### src/rtl/llc_dma_req_gen_pkg.sv
// Shared cache types for the LLC DMA request generator: line address / line data
// types, FSM state encoding and a small address helper.
package llc_dma_req_gen_pkg;

  localparam int unsigned LINE_ADDR_W = 32;
  localparam int unsigned LINE_W      = 64;

  typedef logic [LINE_ADDR_W-1:0] line_addr_t;
  typedef logic [LINE_W-1:0]      line_t;

  // FSM state encoding, kept as plain constants for legacy tools.
  typedef logic [2:0] dma_state_t;
  localparam dma_state_t StIdle  = 3'd0;
  localparam dma_state_t StRd    = 3'd1;
  localparam dma_state_t StWr    = 3'd2;
  localparam dma_state_t StDrain = 3'd3;
  localparam dma_state_t StDone  = 3'd4;

  // Next line address; wraps from all-ones to zero.
  function automatic line_addr_t next_line(input line_addr_t addr);
    return addr + line_addr_t'(1);
  endfunction

endpackage

### src/rtl/llc_dma_credit_cnt.sv
// Outstanding-request counter: counts up on inc, down on dec, flags full at MAX_OUT.
module llc_dma_credit_cnt
  import llc_dma_req_gen_pkg::*;
#(
  parameter int unsigned MAX_OUT = 4,
  parameter int unsigned CNT_W   = 4
) (
  input  logic             clk,
  input  logic             rst,
  input  logic             inc,
  input  logic             dec,
  output logic [CNT_W-1:0] count,
  output logic             full
);

  logic [CNT_W-1:0] count_q, count_d;
  logic             dec_eff;

  // Next count; a decrement at zero is dropped so the counter never underflows.
  always_comb begin
    dec_eff = dec && (count_q != '0);
    count_d = count_q;
    case ({inc, dec_eff})
      2'b10:   count_d = count_q + CNT_W'(1);
      2'b01:   count_d = count_q - CNT_W'(1);
      default: count_d = count_q;
    endcase
  end

  // Count register.
  always_ff @(posedge clk or negedge rst) begin
    if (!rst) count_q <= '0;
    else      count_q <= count_d;
  end

  assign count = count_q;
  assign full  = (count_q >= CNT_W'(MAX_OUT));

endmodule

### src/rtl/llc_dma_req_gen.sv
// LLC DMA request generator: splits a burst command into per-line LLC requests,
// passes read data through to the sink and write data from the source.
// Optional macro LLC_DMA_WR_ACK_EN: write bursts also wait for per-line acks.
module llc_dma_req_gen
  import llc_dma_req_gen_pkg::*;
#(
  parameter int unsigned MAX_OUT = 4,
  parameter int unsigned LEN_W   = 16
) (
  input  logic             clk,
  input  logic             rst,
  input  logic             cmd_valid,
  output logic             cmd_ready,
  input  logic             cmd_write,
  input  line_addr_t       cmd_addr,
  input  logic [LEN_W-1:0] cmd_len,
  output logic             req_valid,
  input  logic             req_ready,
  output logic             req_write,
  output line_addr_t       req_addr,
  output line_t            req_line,
  output logic             req_last,
  input  logic             wr_valid,
  output logic             wr_ready,
  input  line_t            wr_line,
  input  logic             rsp_valid,
  output logic             rsp_ready,
  input  line_t            rsp_line,
  output logic             rd_valid,
  input  logic             rd_ready,
  output line_t            rd_line,
  output logic             busy,
  output logic             done
);

`ifdef LLC_DMA_WR_ACK_EN
  localparam bit WrAck = 1'b1;
`else
  localparam bit WrAck = 1'b0;
`endif

  localparam int unsigned CntW = 4;

  dma_state_t       state_q, state_d;
  line_addr_t       addr_q, addr_d;
  logic [LEN_W-1:0] rem_q, rem_d;
  logic             write_q, write_d;

  logic [CntW-1:0]  out_count;
  logic             out_full;
  logic             req_fire, rsp_fire, cnt_inc;

  assign req_fire = req_valid && req_ready;
  assign rsp_fire = rsp_valid && rsp_ready;
  // Reads always hold credits; writes only when acks are expected.
  assign cnt_inc  = req_fire && ((state_q == StRd) || WrAck);

  llc_dma_credit_cnt #(
    .MAX_OUT (MAX_OUT),
    .CNT_W   (CntW)
  ) u_credit (
    .clk   (clk),
    .rst   (rst),
    .inc   (cnt_inc),
    .dec   (rsp_fire),
    .count (out_count),
    .full  (out_full)
  );

  // Handshake and data-path outputs decoded from the current state.
  always_comb begin
    cmd_ready = (state_q == StIdle);
    busy      = (state_q != StIdle);
    done      = (state_q == StDone);
    req_valid = 1'b0;
    req_write = 1'b0;
    req_line  = '0;
    req_addr  = addr_q;
    req_last  = ((state_q == StRd) || (state_q == StWr)) && (rem_q == LEN_W'(1));
    wr_ready  = 1'b0;
    rsp_ready = 1'b0;
    rd_valid  = 1'b0;
    rd_line   = rsp_line;
    case (state_q)
      StRd: begin
        req_valid = !out_full;
        rsp_ready = rd_ready;
        rd_valid  = rsp_valid;
      end
      StWr: begin
        // Joint handshake: the write source and the LLC move together.
        req_valid = wr_valid && (!WrAck || !out_full);
        wr_ready  = req_ready && (!WrAck || !out_full);
        req_write = 1'b1;
        req_line  = wr_line;
        rsp_ready = WrAck;
      end
      StDrain: begin
        if (write_q) begin
          rsp_ready = WrAck;
        end else begin
          rsp_ready = rd_ready;
          rd_valid  = rsp_valid;
        end
      end
      default: ;
    endcase
  end

  // Next-state, address and remaining-line bookkeeping.
  always_comb begin
    state_d = state_q;
    addr_d  = addr_q;
    rem_d   = rem_q;
    write_d = write_q;
    case (state_q)
      StIdle: begin
        if (cmd_valid) begin
          addr_d  = cmd_addr;
          rem_d   = cmd_len;
          write_d = cmd_write;
          if (cmd_len == '0)  state_d = StDone;
          else if (cmd_write) state_d = StWr;
          else                state_d = StRd;
        end
      end
      StRd, StWr: begin
        if (req_fire) begin
          addr_d = next_line(addr_q);
          rem_d  = rem_q - LEN_W'(1);
          if (rem_q == LEN_W'(1)) begin
            state_d = ((state_q == StRd) || WrAck) ? StDrain : StDone;
          end
        end
      end
      StDrain: begin
        if (rsp_fire && (out_count == CntW'(1))) state_d = StDone;
      end
      StDone:  state_d = StIdle;
      default: state_d = StIdle;
    endcase
  end

  // State registers.
  always_ff @(posedge clk or negedge rst) begin
    if (!rst) begin
      state_q <= StIdle;
      addr_q  <= '0;
      rem_q   <= '0;
      write_q <= 1'b0;
    end else begin
      state_q <= state_d;
      addr_q  <= addr_d;
      rem_q   <= rem_d;
      write_q <= write_d;
    end
  end

endmodule

### config.mk
export PLATFORM = sky130hd
export DESIGN_NAME = llc_dma_req_gen
export DESIGN_NICKNAME = d
export VERILOG_FILES = /design/src/rtl/llc_dma_req_gen_pkg.sv /design/src/rtl/llc_dma_credit_cnt.sv /design/src/rtl/llc_dma_req_gen.sv
export SDC_FILE = /design/constraint.sdc
export NUM_CORES = 1
export LEC_CHECK = 0
export BUFFER_PORTS_ARGS = -buffer_cell sky130_fd_sc_hd__buf_2
export CAP_MARGIN = 0
export CORE_ASPECT_RATIO = 0.6
export CORE_MARGIN = 8
export CORE_UTILIZATION = 38
export CTS_BUF_LIST = sky130_fd_sc_hd__clkbuf_8
export CTS_CLUSTER_SIZE = 24
export DETAILED_ROUTE_END_ITERATION = 12
export MAX_ROUTING_LAYER = met4
export PLACE_DENSITY_LB_ADDON = 0.1
export SKIP_CTS_REPAIR_TIMING = 1
export SYNTH_ARGS = -nofsm -noshare
export SYNTH_HDL_FRONTEND = slang
export SYNTH_SLANG_ARGS = --single-unit
### constraint.sdc
create_clock -name clk -period 1.8 [get_ports clk]
set_input_delay 0.18 -clock clk [delete_from_list [all_inputs] [get_ports clk]]
set_output_delay 0.18 -clock clk [all_outputs]
set_load 0.1 [all_outputs]
==> impl_metrics.ini, run 1 <==
[logic_synthesis]
synth_compound_area_share_pct = 22.47
syn_nets = 768
yosysWarnings = 0
seq_area_frac_synth_pct = 29.85
muxShareOfSynthArea_pct = 0.6663
synthCells = 577
yosys.area_share.simple_pct = 29.00
syn_area_per_cell_um2 = 8.136
ys_seq_elements = 56
synth_edf_count = 0
synthXorXnorAreaFrac_pct = 0.7463
syn_area_mm2 = 0.004695
synth_flop_cell = dfrtp_1
yosysUniqueCellTypes = 65
synthAdderAreaFrac_pct = 1.866
synth_top_family_by_area = simple AND/OR/NAND/NOR gates
synth_async_sr_flop_share_pct = 100.0

[grt]
antenna_found_initial = 2
globalRouteOverflowTotal = 0
grtUsageTotal_pct = 21.23
grt_max_degree = 67
first_global_vias = 4874
grt_pass1_wl_um = 27500

[setup_path]
rrSetupSlack_ps = -280
arrival_ps = 1940
reg2reg_from = state_q[0]
slowest_delay_ps = 580
reg2regPathDepth = 9
critPathLaunchType = flip-flop
slowest_stage = or4_4
crit_fanout = 3
end_kind = output pin
r2r_end = req_addr[28]
path_cells = or4_4, nand4b_4, buf_6, nor2_4, buf_12
worst_ep_required_time_ps = 1620
crit_type = flip-flop to output pin

[cts]
clkTransAtPathRegs_ps = 110
cts_tree = yes
htreeDepth = 2
cts.sinks = 56
root_buffer = clkbuf_8
cts_made_buffers = 5
clkLatencyLatePin_ps = 340
clockBufferDepth = 2

[detailed_routing]
drtPass1Iterations = 5
via_per_inst = 5.827
vias = 6008
initialDrtViolationCount = 517
drc = 0
wirelength_um = 24960
wl_per_cell_um = 24.21
postRouteAntennaNets = 0

[timing]
worst_slew_pin_slew_ps = 564.5
rsz0062_at_grt = true
slew_violations = 0
finalHoldViolations = 0
hold_ws_ps = 139.0
max_freq_mhz = 471.1
worst_slack_ps = -322.7
clock_skew_ps = 11.08
period_share_pct = 117.9
min_period_ps = 2123
relSlewSlack_pct = 62.37
setup_viol = 125

[min_path]
worstHoldEndpoint = req_addr[1]
min_from = cmd_addr[1]
hold_path_depth = 3
min_path_type = input pin to flip-flop

[place]
gp_congestion = 0.8828
portBuffers = 224
placed_area_mm2 = 0.007460
dp_hpwl_um = 14440

[flow_run]
drv_cap = 0

[die]
die_w_um = 159.5
num_rows = 31
fp.dieArea_mm2 = 0.01628
dieHeight_um = 102.1
start_util_pct = 38.92
io_pins = 353
fp.coreArea_mm2 = 0.01206

[layout]
area_growth_pct = 103.0
fin_area_mm2 = 0.009528
drive_above_1_share_pct = 72.69
nets = 1054

[run_status]
status = finished with violations
violations = setup timing
## cell families after synthesis
family	count (synthesis)
muxes	3
DFF	56
buffers and inverters	112
AOI/OAI and AO/OA	160
and+or+nand+nor	235
adders and majority gates	7
xor gates and xnor gates	4
## synthesized netlist by cell type (all sizes together), types with 7 or more instances
cell type  number  area share, %
a21oi          58            6.4
a2bb2oi        21            3.9
and2           71            9.5
buf            86             13
clkbuf         15            1.4
dfrtp          56             30
ha              7            1.9
inv            11           0.88
nand2          39            3.1
nand3          22            2.5
nand4          18            2.7
nor2           40            3.2
nor4           10            2.2
o21ai          25            2.7
o22a            7            1.3
o22ai          18            2.4
## per-stage QoR
stage               utilization, %  std cells  setup slack, ps  setup TNS (ps)
global placement             61.84        937           -8.470          -16.40
CTS                          62.73        945           -357.8          -23150
detailed placement           61.84        937           -81.75          -808.4
finish                       78.99       1031           -322.7          -17970
global route                 78.99       1031           -388.4          -24890
floorplan                        -        577           -222.8           -1394
## sequential cells by signal, summed over array words and instances (netlist names)
signal          count
state_q             3
rem_q              16
write_q             1
u_credit.count      4
req_addr           32
## cell usage in the layout (no fill, tap or decap), types with 4 or more instances in the layout
cell       instances
clkbuf_16         20
o21ai_1            9
o22ai_1            7
and4_1             4
clkbuf_8           5
o22a_1             7
nor4_1             5
inv_1              9
and2_1             4
nand2_2            8
o22ai_2           11
and2_4            67
nor2_2             6
dfrtp_1           27
o21ai_2           12
a21oi_2           21
nor2_4             8
nand3_1           14
a21oi_1           30
nor2_1            26
nand4_1           17
a21oi_4            7
buf_4             77
ha_1               4
dfrtp_4           24
buf_12            88
buf_6             29
nor4_4             5
buf_8             13
o211ai_1           5
and3_1             4
dfrtp_2            5
a2bb2oi_1          7
buf_2            152
nand2_1           27
nand3_2            6
a2bb2oi_2         14
## critical path, delay by kind of cell, from the launching register on
family | cells | cell delay [ps]
AND/OR/NAND/NOR | 3 | 890
flip-flops | 1 | 410
buffers and inverters | 2 | 320
## layout make-up
class	count	area, um^2
timing repair buffer	380	4133
inverter	11	45.04
multi-input combinational	409	3533
sequential	56	1498
antenna	2	5.005
clock buffer	5	68.82
fill	705	2535
clock inverter	3	38.79
tap	165	206.4
## metal layers
metal / vias to the layer above / routed length, um / global-route usage, %
met5: - / 0 / -
met4: 0 / 573 / 3.172
met3: 87 / 2566 / 5.833
met2: 402 / 12110 / 33.45
met1: 2914 / 9707 / 27.46
li1: 2605 / - / -
## worst max path at each step
stage / start / end / slack [ps] / cells past startpoint
5_1_grt: rem_q[9] / req_last / -390 / 7
3_3_place_gp: req_addr[1] / req_addr[28] / -8 / 7
4_1_cts: state_q[1] / req_line[2] / -360 / 6
3_5_place_dp: u_credit.count[2] / u_credit.count[3] / -80 / 7
6_report: rem_q[12] / req_last / -320 / 5
2_1_floorplan: req_addr[0] / req_addr[28] / -220 / 6
Power of run 1 is not shown: default switching activity piles up to over one toggle a cycle in this logic, so the estimate is an artifact.
==> inputs of run 2 (changes only) <==
--- a/config.mk
+++ b/config.mk
@@ -15,6 +15,7 @@
 export DETAILED_ROUTE_END_ITERATION = 12
 export MAX_ROUTING_LAYER = met4
 export PLACE_DENSITY_LB_ADDON = 0.1
+export RECOVER_POWER = 50
 export SKIP_CTS_REPAIR_TIMING = 1
 export SYNTH_ARGS = -nofsm -noshare
 export SYNTH_HDL_FRONTEND = slang
==> run 2 against run 1 <==
Compared with the run above:
- the run still ends with setup timing left
- non-clock buffer count stayed put
- cell count stayed put
- die area stayed put
- flip-flop and latch count unchanged
- clock-buffer cell count unchanged
- worst setup slack did not move
- fmax is the same
- critical endpoint unchanged
- largest cell class unchanged
==> impl_metrics.ini, run 2 (same netlist as run 1, synthesis figures left out) <==
[place]
portBuffers = 224
dp_hpwl_um = 14440
dp.cells = 937
gp_congestion = 0.8828

[grt]
grt_util_met2_pct = 33.45
grt_pass1_wl_um = 27500
grtUsageTotal_pct = 21.23
first_global_vias = 4874
grt_max_degree = 67
antenna_found_initial = 2
globalRouteOverflowTotal = 0
grt_use_met1_pct = 27.46
grt-busiest-layer = met2
use_met3_pct = 5.833

[layout]
largest_reg_flops = 32
drive_above_1_share_pct = 72.57
nets = 1054
area_growth_pct = 102.9
stdcell_count = 1031
layout_common_cells = buf_2, buf_12, buf_4
layout_commonest_cell = buf_2

[detailed_routing]
postRouteAntennaNets = 0
drc = 0
initialDrtViolationCount = 517
wl_per_cell_um = 24.21
wirelength_um = 24960
vias = 6008
drtPass1Iterations = 5
via_per_inst = 5.827

[die]
dieHeight_um = 102.1
die_w_um = 159.5
fp.coreArea_mm2 = 0.01206
num_rows = 31
io_pins = 353
fp.dieArea_mm2 = 0.01628
start_util_pct = 38.92

[cts]
htreeDepth = 2
clkTransAtPathRegs_ps = 110
cts.sinks = 56
root_buffer = clkbuf_8
cts_tree = yes
cts_made_buffers = 5
clkLatencyLatePin_ps = 340
clockBufferDepth = 2

[setup_path]
rrSetupSlack_ps = -280
worst_ep_required_time_ps = 1620
crit_fanout = 3
path_cells = or4_4, nand4b_4, buf_6, nor2_4, buf_12
crit_type = flip-flop to output pin
arrival_ps = 1940
end_kind = output pin
slowest_delay_ps = 580
critPathLaunchType = flip-flop
slowest_stage = or4_4

[timing]
finalHoldViolations = 0
tns_ps = -17970
max_freq_mhz = 471.1
min_period_ps = 2123
worst_slew_pin_slew_ps = 1362
period_share_pct = 117.9
setup_viol = 125
relSlewSlack_pct = 9.178
slew_violations = 0
hold_ws_ps = 139.0
rsz0062_at_grt = true
clock_skew_ps = 11.08
worst_slack_ps = -322.7

[run_status]
status = finished with violations
violations = setup timing

[flow_run]
drv_cap = 0

[min_path]
min_path_type = input pin to flip-flop
==> run 2: changes by cell type in the layout (fill, tap and decap cells not counted), sizes merged <==
cell and delta:
clkbuf +1, buf -1
==> run 2: path summary, 6_finish.rpt <==
path,from,cells past startpoint,endpoint
worst max-delay path,rem_q[12],5,req_last
worst min-delay path,cmd_addr[1],3,req_addr[1]
worst max register to register,state_q[0],9,req_addr[28]
worst min register to register,req_addr[29],1,req_addr[29]
max in group asynchronous,rst,2,req_addr[18]
min in group asynchronous,rst,2,req_addr[19]
==> run 2: cell type report <==
cell class / count / area (um^2)
Inverter: 11 / 45.04
Tap cell: 165 / 206.4
Clock inverter: 3 / 38.79
Clock buffer: 5 / 68.82
Antenna cell: 2 / 5.005
Timing Repair Buffer: 380 / 4131
Fill cell: 705 / 2536
Multi-Input combinational cell: 409 / 3533
Sequential cell: 56 / 1498
==> run 2: critical path, delay by kind of cell (launching register included) <==
family | cells | cell delay [ps]
AND/OR/NAND/NOR | 3 | 890
flip-flops | 1 | 410
buffers and inverters | 2 | 320
==> run 2: per-stage QoR <==
step           area (um^2)  utilization (%)  setup WS (ps)
2_1_floorplan         5110                -         -222.8
3_3_place_gp          7460            61.84         -8.470
3_5_place_dp          7460            61.84         -81.75
4_1_cts               7567            62.73         -357.8
5_1_grt               9527            78.98         -388.4
6_report              9527            78.98         -322.7
==> run 2: layer usage <==
layer / up-vias / share of wire (%)
met5: - / 0
met4: 0 / 2.3
met3: 87 / 10
met2: 402 / 49
met1: 2914 / 39
li1: 2605 / -
Power of run 2 is left out for the same reason.
==> inputs of run 3 (changes only) <==
--- a/config.mk
+++ b/config.mk
@@ -17,6 +17,7 @@
 export PLACE_DENSITY_LB_ADDON = 0.1
 export RECOVER_POWER = 50
 export SKIP_CTS_REPAIR_TIMING = 1
+export SKIP_LAST_GASP = 1
 export SYNTH_ARGS = -nofsm -noshare
 export SYNTH_HDL_FRONTEND = slang
 export SYNTH_SLANG_ARGS = --single-unit
==> run 3 against run 2 <==
Compared with the run above:
- the flow still finishes with violations (setup timing)
- flip-flop and latch count is the same
- critical path depth unchanged
- first-iteration DRC count fell by 4.6%
- cell count unchanged
- clock skew fell by 3.1 ps
- register-to-register slack better by 40 ps
- clock-buffer cell count did not move
- non-clock buffer count is the same
- wire length decreased by 0.60%
- sequential share of layout area grew 0.081 points
- via count fell by 1.4%
- hold slack got worse by 3.3 ps
- highest routed layer unchanged
==> impl_metrics.ini, run 3 (same netlist as run 1, synthesis figures left out) <==
[layout]
multi_input_area_mm2 = 0.003492
drive_above_1_share_pct = 71.53
largest_reg_flops = 32
layout_common_cells = buf_2, buf_12, buf_4
fillers = 712
area_growth_pct = 101.9
postLayoutCoreUtil_pct = 78.57
layout_commonest_cell = buf_2
nets = 1054
seq_area_mm2 = 0.001498

[setup_path]
critPathLaunchType = flip-flop
end_kind = output pin
reg2reg_from = state_q[0]
worst_ep_required_time_ps = 1620
crit_fanout = 3
reg2regPathDepth = 9
arrival_ps = 1960
crit_start = rem_q[12]
crit_type = flip-flop to output pin

[timing]
rsz0062_at_grt = true
setup_viol = 126
min_period_ps = 2144
clock_skew_ps = 7.987
relSlewSlack_pct = 7.137
worst_slack_ps = -343.8
max_freq_mhz = 466.5
slew_violations = 0
worst_slew_pin_slew_ps = 1393
finalHoldViolations = 0
period_share_pct = 119.1
tns_ps = -19450

[grt]
grtUsageTotal_pct = 21.23
first_global_vias = 4874
globalRouteOverflowTotal = 0
grt_pass1_wl_um = 27500
grt_max_degree = 67
antenna_found_initial = 2

[place]
dp_hpwl_um = 14440
portBuffers = 224
gp_congestion = 0.8828
pre_cts_slack_ps = -81.75

[cts]
htreeDepth = 2
cts_tree = yes
root_buffer = clkbuf_8
clockBufferDepth = 2
clkTransAtPathRegs_ps = 110
cts_made_buffers = 5
cts.sinks = 56
clkLatencyLatePin_ps = 340

[min_path]
min_from = cmd_addr[1]
min_path_type = input pin to flip-flop
hold_path_depth = 3

[detailed_routing]
initialDrtViolationCount = 493
drc = 0
vias = 5923
drtPass1Iterations = 5
postRouteAntennaNets = 0
wirelength_um = 24810
via_per_inst = 5.745
wl_per_cell_um = 24.06

[run_status]
status = finished with violations
violations = setup timing

[die]
fp.coreArea_mm2 = 0.01206
fp.dieArea_mm2 = 0.01628
die_w_um = 159.5
num_rows = 31
start_util_pct = 38.92
dieHeight_um = 102.1
io_pins = 353

[flow_run]
drv_cap = 0
run 3: final timing paths:
kind,to,slack (ps)
max,req_last,-340
min,req_addr[1],140
max reg2reg,req_addr[10],-240
min reg2reg,req_addr[30],590
max in group asynchronous,req_addr[18],140
min in group asynchronous,req_addr[19],670
run 3: worst max-delay path, cell delays in order (launching register included):
cell      delay (ps)
dfrtp_1          420
or4_4            580
nand4b_4         200
buf_6            140
nor2_4           100
buf_12           180
run 3: per-stage QoR:
step	cell area (um^2)	cells	hold slack, ps
floorplan	5110	577	-115.6
global placement	7460	937	196.9
detailed placement	7460	937	206.2
CTS	7567	945	-165.3
global route	9478	1031	136.8
finish	9478	1031	135.7
run 3: per-layer routing:
metal / global-route usage, % / vias up / part of all wire (%)
li1: - / 2600 / -
met1: 27.46 / 2913 / 39
met2: 33.45 / 351 / 49
met3: 5.833 / 59 / 9.2
met4: 3.172 / 0 / 1.9
met5: - / - / 0
run 3: area by class of cell:
class | instances | share of cell area (%)
sequential | 56 | 15.80
inverter | 11 | 0.4752
antenna | 2 | 0.05281
timing repair buffer | 380 | 43.51
clock inverter | 3 | 0.4092
multi-input combinational | 409 | 36.84
tap | 165 | 2.178
clock buffer | 5 | 0.7261
Power of run 3 is left out for the same reason.
